--- config.mk ---
export PLATFORM = sky130hd
export DESIGN_NAME = fib_sweep_ctrl
export DESIGN_NICKNAME = d
export VERILOG_FILES = /design/src/rtl/fib_pkg.sv /design/src/rtl/fib_res_fifo.sv /design/src/rtl/fib_sweep_ctrl.sv
export SDC_FILE = /design/constraint.sdc
export NUM_CORES = 1
export LEC_CHECK = 0
export CORE_MARGIN = 2
export CORE_UTILIZATION = 45
export CTS_BUF_LIST = sky130_fd_sc_hd__clkbuf_8 sky130_fd_sc_hd__clkbuf_16
export CTS_CLUSTER_SIZE = 40
export DETAILED_ROUTE_END_ITERATION = 16
export PLACE_DENSITY = 0.7
export SETUP_SLACK_MARGIN = 0.15
export SLEW_MARGIN = 30
export SYNTH_ARGS = -nofsm -noshare
export SYNTH_HDL_FRONTEND = slang
export SYNTH_HIERARCHICAL = 1
export SYNTH_SLANG_ARGS = --single-unit
--- constraint.sdc ---
create_clock -name clk_i -period 8.05 [get_ports clk_i]
set_clock_uncertainty 0.2 [all_clocks]
set_input_delay 0.805 -clock clk_i [delete_from_list [all_inputs] [get_ports clk_i]]
set_output_delay 0.805 -clock clk_i [all_outputs]
set_load 0.02 [all_outputs]
--- src/rtl/fib_pkg.sv ---
// Shared types and default widths for the fibonacci sweep controller.
// Both the controller and its result FIFO import this package.
package fib_pkg;

  localparam int N_WIDTH_DEF     = 32;
  localparam int DATA_WIDTH_DEF  = 32;
  localparam int FIFO_DEPTH_DEF  = 8;
  localparam int ACK_TIMEOUT_DEF = 4;

  typedef enum logic [2:0] {
    ST_IDLE,
    ST_ISSUE,
    ST_ACK,
    ST_RUN,
    ST_PUSH,
    ST_FIN
  } sweep_state_e;

  typedef struct packed {
    logic [N_WIDTH_DEF-1:0]    n;
    logic [DATA_WIDTH_DEF-1:0] data;
  } fib_entry_t;

endpackage

--- src/rtl/fib_res_fifo.sv ---
// First-word fall-through sync FIFO of result entries. The head is held in a
// register that is refilled from the array one cycle ahead, with a write bypass.
module fib_res_fifo
  import fib_pkg::*;
#(
  parameter type entry_t = fib_entry_t,
  parameter int  DEPTH   = FIFO_DEPTH_DEF
) (
  input  logic                   clk_i,
  input  logic                   rst_i,
  input  logic                   push_i,
  input  entry_t                 push_data_i,
  input  logic                   pop_i,
  output entry_t                 head_o,
  output logic                   full_o,
  output logic                   empty_o,
  output logic [$clog2(DEPTH):0] count_o
);

  localparam int AW = $clog2(DEPTH);

  entry_t          mem [DEPTH];
  entry_t          head_reg;
  logic [AW-1:0]   wr_ptr_reg;
  logic [AW-1:0]   rd_ptr_reg;
  logic [AW-1:0]   rd_ptr_next;
  logic [AW:0]     count_reg;
  logic [AW:0]     count_next;
  logic            do_push;
  logic            do_pop;

  assign empty_o = (count_reg == '0);
  assign full_o  = (count_reg == (AW+1)'(DEPTH));
  assign count_o = count_reg;
  assign head_o  = head_reg;

  // A push into a full FIFO is accepted only when a pop frees a slot that cycle.
  always_comb begin
    do_pop      = pop_i && !empty_o;
    do_push     = push_i && (!full_o || do_pop);
    rd_ptr_next = rd_ptr_reg + AW'(do_pop);
    count_next  = count_reg;
    if (do_push && !do_pop) begin
      count_next = count_reg + 1'b1;
    end else if (!do_push && do_pop) begin
      count_next = count_reg - 1'b1;
    end
  end

  always_ff @(posedge clk_i) begin
    if (do_push) begin
      mem[wr_ptr_reg] <= push_data_i;
    end
  end

  // Prefetch the entry that will be at the head next cycle; bypass when it is
  // the one being written right now.
  always_ff @(posedge clk_i) begin
    if (do_push && (wr_ptr_reg == rd_ptr_next)) begin
      head_reg <= push_data_i;
    end else begin
      head_reg <= mem[rd_ptr_next];
    end
  end

  always_ff @(posedge clk_i) begin
    if (rst_i) begin
      wr_ptr_reg <= '0;
      rd_ptr_reg <= '0;
      count_reg  <= '0;
    end else begin
      if (do_push) begin
        wr_ptr_reg <= wr_ptr_reg + 1'b1;
      end
      rd_ptr_reg <= rd_ptr_next;
      count_reg  <= count_next;
    end
  end

endmodule

--- src/rtl/fib_sweep_ctrl.sv ---
// Sweeps n over [first_i, last_i], starts the fibonacci core once per n, and
// queues each (n, result) pair into a FWFT FIFO drained by a valid/ready stream.
module fib_sweep_ctrl
  import fib_pkg::*;
#(
  parameter int N_WIDTH     = N_WIDTH_DEF,
  parameter int DATA_WIDTH  = DATA_WIDTH_DEF,
  parameter int FIFO_DEPTH  = FIFO_DEPTH_DEF,
  parameter int ACK_TIMEOUT = ACK_TIMEOUT_DEF
) (
  input  logic                  clk_i,
  input  logic                  rst_i,
  input  logic                  go_i,
  input  logic [N_WIDTH-1:0]    first_i,
  input  logic [N_WIDTH-1:0]    last_i,
  output logic                  busy_o,
  output logic                  done_o,
  output logic                  core_start_o,
  output logic [N_WIDTH-1:0]    core_n_o,
  input  logic [DATA_WIDTH-1:0] core_result_i,
  input  logic                  core_busy_i,
  output logic                  res_valid_o,
  input  logic                  res_ready_i,
  output logic [N_WIDTH-1:0]    res_n_o,
  output logic [DATA_WIDTH-1:0] res_data_o
);

  localparam int CW  = $clog2(FIFO_DEPTH) + 1;
  localparam int AKW = $clog2(ACK_TIMEOUT + 1);

  typedef struct packed {
    logic [N_WIDTH-1:0]    n;
    logic [DATA_WIDTH-1:0] data;
  } entry_t;

  sweep_state_e       state_reg, state_next;
  logic [N_WIDTH-1:0] cur_reg, cur_next;
  logic [N_WIDTH-1:0] last_reg, last_next;
  logic [N_WIDTH-1:0] core_n_reg, core_n_next;
  logic [AKW-1:0]     ack_cnt_reg, ack_cnt_next;
  logic               start_reg, start_next;
  logic               done_pulse;

  logic               fifo_push;
  logic               fifo_pop;
  logic               fifo_full;
  logic               fifo_empty;
  logic [CW-1:0]      fifo_count;
  entry_t             push_entry;
  entry_t             head_entry;

  always_ff @(posedge clk_i) begin
    if (rst_i) begin
      state_reg   <= ST_IDLE;
      cur_reg     <= '0;
      last_reg    <= '0;
      core_n_reg  <= '0;
      ack_cnt_reg <= '0;
      start_reg   <= 1'b0;
    end else begin
      state_reg   <= state_next;
      cur_reg     <= cur_next;
      last_reg    <= last_next;
      core_n_reg  <= core_n_next;
      ack_cnt_reg <= ack_cnt_next;
      start_reg   <= start_next;
    end
  end

  always_comb begin
    state_next   = state_reg;
    cur_next     = cur_reg;
    last_next    = last_reg;
    core_n_next  = core_n_reg;
    ack_cnt_next = ack_cnt_reg;
    start_next   = 1'b0;
    fifo_push    = 1'b0;
    done_pulse   = 1'b0;

    unique case (state_reg)
      ST_IDLE: begin
        if (go_i) begin
          cur_next   = first_i;
          last_next  = last_i;
          state_next = (first_i > last_i) ? ST_FIN : ST_ISSUE;
        end
      end
      ST_ISSUE: begin
        // Reserving a FIFO slot here is what lets PUSH write unconditionally.
        if (!fifo_full && !core_busy_i) begin
          start_next   = 1'b1;
          core_n_next  = cur_reg;
          ack_cnt_next = '0;
          state_next   = ST_ACK;
        end
      end
      ST_ACK: begin
        if (core_busy_i) begin
          state_next = ST_RUN;
        end else if (ack_cnt_reg == AKW'(ACK_TIMEOUT - 1)) begin
          state_next = ST_PUSH;
        end else begin
          ack_cnt_next = ack_cnt_reg + AKW'(1);
        end
      end
      ST_RUN: begin
        if (!core_busy_i) begin
          state_next = ST_PUSH;
        end
      end
      ST_PUSH: begin
        fifo_push = 1'b1;
        // Compare before incrementing so a range ending at all-ones never wraps.
        if (cur_reg == last_reg) begin
          state_next = ST_FIN;
        end else begin
          cur_next   = cur_reg + N_WIDTH'(1);
          state_next = ST_ISSUE;
        end
      end
      ST_FIN: begin
        if (fifo_count == '0) begin
          done_pulse = 1'b1;
          state_next = ST_IDLE;
        end
      end
      default: state_next = ST_IDLE;
    endcase
  end

  always_comb begin
    push_entry      = '0;
    push_entry.n    = cur_reg;
    push_entry.data = core_result_i;
  end

  assign fifo_pop = res_valid_o && res_ready_i;

  fib_res_fifo #(
    .entry_t (entry_t),
    .DEPTH   (FIFO_DEPTH)
  ) u_res_fifo (
    .clk_i       (clk_i),
    .rst_i       (rst_i),
    .push_i      (fifo_push),
    .push_data_i (push_entry),
    .pop_i       (fifo_pop),
    .head_o      (head_entry),
    .full_o      (fifo_full),
    .empty_o     (fifo_empty),
    .count_o     (fifo_count)
  );

  assign busy_o       = (state_reg != ST_IDLE);
  assign done_o       = done_pulse;
  assign core_start_o = start_reg;
  assign core_n_o     = core_n_reg;
  assign res_valid_o  = !fifo_empty;
  assign res_n_o      = head_entry.n;
  assign res_data_o   = head_entry.data;

endmodule

# Yosys cells after proc, flatten, opt, wreduce, memory -nomap -nowiden
# Memories as Yosys holds them, arrays and structs flattened. A register that Yosys moved wholly into a read port is not among the register bits.
# Index checks and enable logic that the tools add are counted.
[word_totals]
mem_count = 1
inputBits = 101
mem_bits_rw = 512
reg_bits = 113
word_cells = 82
[memory_table]
columns = ["memory", "depth", "width", "rd", "rd_clocked_by_memory_dff", "wr", "line_no", "rtl"]
rows = [
  ["u_res_fifo.mem", 8, 64, 1, 1, 1, "fib_res_fifo.sv:22", "entry_t mem [DEPTH];"],
]
[op_classes]
eq_ne = 16
order_cmp = 1
n_mux = 24
bitwise = 1
addsub = 6
reduce_logical = 24
[ops]
columns = ["op", "n"]
rows = [
  ["32-bit 2-to-1 mux", 2],
  ["32-bit one-hot mux with 2 select lines", 1],
  ["3-bit 2-to-1 mux", 11],
  ["32-bit by 1-bit adder with 32-bit output (second input constant)", 1],
  ["32-bit equality test", 1],
  ["32-bit > comparator", 1],
  ["3-bit one-hot mux with 6 select lines", 1],
  ["2-bit != test (second input constant)", 6],
  ["3-bit by 2-bit equality test with 1-bit output (second input constant)", 3],
  ["4-bit 2-to-1 mux", 2],
  ["3-bit by 1-bit adder with 3-bit output (second input constant)", 2],
  ["3-bit equality test (second input constant)", 2],
  ["1-bit logical AND", 6],
  ["1-bit 2-to-1 mux", 6],
  ["3-bit one-hot mux with 2 select lines", 1],
  ["2-bit nonzero test", 3],
  ["1-bit zero test", 5],
  ["5-bit AND reduction", 1],
  ["4-bit by 1-bit adder with 4-bit output (second input constant)", 1],
  ["4-bit equality test (second input constant)", 1],
  ["4-bit zero test", 1],
  ["2-bit AND reduction", 2],
  ["4-bit AND reduction", 1],
  ["4-bit by 1-bit subtractor with 4-bit output (second input constant)", 1],
  ["other kinds (10)", 10],
]

# Logic depth before layout (Yosys ltp)
[logic_depth]
word_depth = 10
depth_mapped = 13
mapped_depth_nobuf = 11

# By module
# Netlist, hierarchy kept.
[by_module_without_submodules]
columns = ["mod", "seq_area_each_um2", "n_inst", "area_per_inst_um2", "cells_per_inst"]
rows = [
  ["fib_res_fifo", 15635.0, 1, 19854.0, 809],
  ["fib_sweep_ctrl", 2062.0, 1, 6072.1, 819],
]

# Least setup slack after synthesis
# No wires, ideal clock.
[synth_timing]
kind = "reg-to-reg"
start = "register state_reg[1]"
end = "memory u_res_fifo/mem[0][0] (netlist name), enable pin"
path_slack_ns = -0.231
arrival_time_ns = 7.437
stages_incl_launch_ff = 7
cell_sequence = "dfxtp_1 buf_2 or3b_1 inv_2 clkbuf_1 o21ai_4 nor4_1"
[synth_between]
elab_chain_len = 5
[synth_lines]
columns = ["element", "line_no", "rtl"]
rows = [
  ["from (decl)", "fib_sweep_ctrl.sv:36", "sweep_state_e state_reg, state_next;"],
  ["from (signal assigned)", "fib_sweep_ctrl.sv:61", "state_reg <= state_next;"],
  ["3-bit equality test", "fib_sweep_ctrl.sv:80", "unique case (state_reg)"],
  ["1-bit 2-to-1 mux", "fib_sweep_ctrl.sv:80", ""],
  ["via fifo_push", "fib_sweep_ctrl.sv:44", "logic fifo_push;"],
  ["1-bit logical AND", "fib_res_fifo.sv:40", "do_push = push_i && (!full_o || do_pop);"],
  ["1-bit 2-to-1 mux", "fib_res_fifo.sv:51", "if (do_push) begin"],
  ["1-bit 2-to-1 mux (implied by the code)", "fib_res_fifo.sv:52", "mem[wr_ptr_reg] <= push_data_i;"],
  ["to (decl)", "fib_res_fifo.sv:22", ""],
]
# The timed path passes the listed nets, and every way through them passes these cells.

==> results.json <==
{
  "finalSetupViolCount": 0,
  "die-height_um": 244,
  "grtUsageTotal_pct": 19.8,
  "fin_total_pwr_uw": 8430,
  "crit_path_start_kind": "register",
  "fin_crit_ns": 5.03,
  "path_class": "register to primary output",
  "worst-slew-pin-transition_ns": 0.905,
  "preCtsSetupSlack_ns": 3.52,
  "buffer_ports.inserted": 200,
  "crit_slowest_cell": "sky130_fd_sc_hd__dfxtp_4",
  "floorplan.rows": 87,
  "p_leak_uw": 0.00996,
  "postCtsSetupBuffers": 0,
  "chipWidth_um": 244,
  "antenna_cells_inserted": 0,
  "worst_path_largest_cell_delay_ns": 0.77,
  "dp.final_hpwl_mm": 35.7,
  "remaining_number_of_nets_flagged_by_the_antenna_check_after_routing": 0,
  "clock_tree_from_tritoncts": "yes",
  "rsz0062_at_grt": "no",
  "drt_pass1_iterations": 5,
  "placeableCoreArea_um2": 56700,
  "floorplan.initialDensity_pct": 45.7,
  "yosysSeqAreaShare_pct": 68.3,
  "final_hold_viol_count": 0,
  "cts.sinks": 628,
  "ir_drop_v": 0.000173,
  "synthesis.area_per_instance_um2": 15.9,
  "synth_edf_count": 512,
  "slew_viol_final": 0,
  "post_cts_resize_count": 0,
  "routed_wirelength_mm": 58.7,
  "ctsLongestPathBuffers": 3,
  "clkLatencyLatePin_ns": 0.62,
  "synth_cells": 1628,
  "slew-limit-headroom_pct": 39.7,
  "layout_commonest_cell": "sky130_fd_sc_hd__edfxtp_1",
  "critical-path-top-cell-by-count": "sky130_fd_sc_hd__buf_4",
  "worst_setup_hold_path_clk_slew_ns": 0.06,
  "vias": 14729,
  "largest_register": "u_res_fifo/mem",
  "largest_register_ffs": 512,
  "cp-end-kind": "primary output",
  "power_density_nw_per_um2": 276,
  "synthesis.area_um2": 25900,
  "synth_top_area_share_pct": 59.3,
  "routed_via_density": 5.61,
  "grt-ovfl-total": 0,
  "yosys_register_bits": 628,
  "timing.final.ws_setup_ns": 3.02,
  "gp_congestion": 0.912,
  "drt-initial-drc-count": 896,
  "cp.buffers_inverters": 3,
  "critical-path-top-delay-family": "buffers and inverters",
  "cts_hold_repair.buffers": 0,
  "finalHoldWorstSlack_ns": 0.242,
  "max_capacitance_violation_total": 0,
  "drive_gt1_share_pct": 18.0,
  "synth_fp_nets": 1771,
  "worst_hold_path_type": "register to register",
  "ioPinCount": 201,
  "netlist.top_cell.by_area": "sky130_fd_sc_hd__edfxtp_1",
  "run_status": "finished, final reports clean",
  "finalCritPeriodShare_pct": 62.5,
  "layout_common_cells": "512 x sky130_fd_sc_hd__edfxtp_1, 199 x sky130_fd_sc_hd__clkdlybuf4s50_1, 172 x sky130_fd_sc_hd__nand2_1",
  "fmaxAchievable_mhz": 199,
  "synth_cell_type_count": 71,
  "postLayoutCoreUtil_pct": 53.9,
  "maximum_fanout_count_along_the_critical_path": 48,
  "num-nets-final": 1961,
  "cts-root-buf": "sky130_fd_sc_hd__clkbuf_16",
  "async_flop_share_pct": 0,
  "timing.critical_path.cells": "buf_4 -> buf_4 -> mux4_2 -> mux2_2 -> clkdlybuf4s50_1",
  "post-route-drc-count": 0,
  "ys_warn_count": 6,
  "post_synth_main_area_contributors": "sky130_fd_sc_hd__edfxtp_1 59%, sky130_fd_sc_hd__mux4_2 11%, sky130_fd_sc_hd__dfxtp_1 9.0%, sky130_fd_sc_hd__mux2_2 2.8%, sky130_fd_sc_hd__nand2_1 2.5%",
  "cts_made_buffers": 60,
  "grt_antenna_before_repair": 0,
  "data_arrival_time_at_the_worst_slack_endpoint_ns": 4.02,
  "cts.htree.levels": 2,
  "avgRoutedWirePerCell_um": 22.4,
  "syn2layout_area_growth_pct": 18.0,
  "grt_start_max_net_pins": 101,
  "synthFlopType": "sky130_fd_sc_hd__edfxtp_1",
  "grt_pass1_vias": 14996,
  "die_area_um2": 59600,
  "grt_first_pass_wirelength_mm": 89.6,
  "cp.required_ns": 7.05,
  "setup_total_negative_slack_ns": 0
}
==> per-layer routing <==
metal	routed length, um	track usage [%]	vias to the layer above
li1	-	-	6691
met3	3350	3.38	90
met4	1160	4.73	0
met1	24900	26.5	7465
met2	29300	33.7	483
met5	0	0	-
==> worst register-to-register path, stage by stage, from the launching register on <==
cell and delay, ns:
sky130_fd_sc_hd__dfxtp_1 0.55, sky130_fd_sc_hd__or3b_2 0.49, sky130_fd_sc_hd__buf_4 0.30, sky130_fd_sc_hd__inv_2 0.54, sky130_fd_sc_hd__o21ai_4 0.21, sky130_fd_sc_hd__inv_1 0.18
sky130_fd_sc_hd__nand2_1 0.23, sky130_fd_sc_hd__nor2_4 0.75, sky130_fd_sc_hd__buf_4 0.69
==> cell families (layout without fill, tap and decap cells) <==
kind of cell | count (synthesis) | after routing | share of synthesized area, %
buffers and inverters | 152 | 392 | 2.71
multiplexers | 200 | 200 | 14.2
AO/OA/AOI/OAI | 214 | 214 | 5.09
XOR/XNOR | 38 | 38 | 1.28
flip-flops | 628 | 628 | 68.3
AND/OR/NAND/NOR | 354 | 354 | 6.38
adder cells (fa/ha/maj) | 42 | 42 | 2.06
==> cell usage after synthesis, types with 5 or more instances <==
cell / n
sky130_fd_sc_hd__o211ai_1: 7
sky130_fd_sc_hd__xor2_1: 5
sky130_fd_sc_hd__xnor2_1: 33
sky130_fd_sc_hd__buf_2: 16
sky130_fd_sc_hd__nor2_1: 51
sky130_fd_sc_hd__nand3_1: 31
sky130_fd_sc_hd__edfxtp_1: 512
sky130_fd_sc_hd__a31oi_1: 11
sky130_fd_sc_hd__clkbuf_1: 53
sky130_fd_sc_hd__buf_4: 6
sky130_fd_sc_hd__o31ai_1: 11
sky130_fd_sc_hd__nor2b_1: 13
sky130_fd_sc_hd__a21oi_1: 103
sky130_fd_sc_hd__inv_1: 54
sky130_fd_sc_hd__mux2i_1: 7
sky130_fd_sc_hd__buf_1: 9
sky130_fd_sc_hd__ha_1: 41
sky130_fd_sc_hd__nand2b_1: 8
sky130_fd_sc_hd__a211oi_1: 11
sky130_fd_sc_hd__dfxtp_1: 116
sky130_fd_sc_hd__buf_6: 12
sky130_fd_sc_hd__nand2_1: 173
sky130_fd_sc_hd__mux2_2: 65
sky130_fd_sc_hd__mux4_2: 128
sky130_fd_sc_hd__nor3_1: 18
sky130_fd_sc_hd__o21ai_0: 25
sky130_fd_sc_hd__nor4_1: 11
sky130_fd_sc_hd__nand4_1: 19
sky130_fd_sc_hd__a31o_2: 5
==> layout make-up <==
type / instances / area [um^2]
Sequential cell: 628 / 17700
Clock inverter: 51 / 420
Multi-Input combinational cell: 848 / 7600
Inverter: 56 / 210
Tap cell: 756 / 946
Timing Repair Buffer: 224 / 2190
Clock buffer: 61 / 1520
Fill cell: 4464 / 26100
==> worst paths after layout <==
path                                 start               endpoint  slack [ns]  cells past startpoint
hold / removal    u_res_fifo/rd_ptr_reg[2]               register        0.24                      1
hold reg to reg   u_res_fifo/rd_ptr_reg[2]               register        0.24                      1
setup / recovery                  register             res_n_o[3]        3.02                      5
setup reg to reg              state_reg[2]  u_res_fifo/mem[5][19]        3.50                      8
==> report_power, final <==
| part | total, uW | internal (uW) | switching, uW |
|---|---|---|---|
| Clock | 2700 | 1530 | 1170 |
| Combinational | 1540 | 706 | 833 |
| Sequential | 4190 | 3830 | 359 |
==> stage by stage <==
step | cell area [um^2] | std cells
2_1_floorplan | 25900 | 1628
3_3_place_gp | 28600 | 2512
3_5_place_dp | 28600 | 2512
4_1_cts | 30600 | 2624
5_1_grt | 30600 | 2624
6_report | 30600 | 2624
Power figures use the tool's default switching activity.
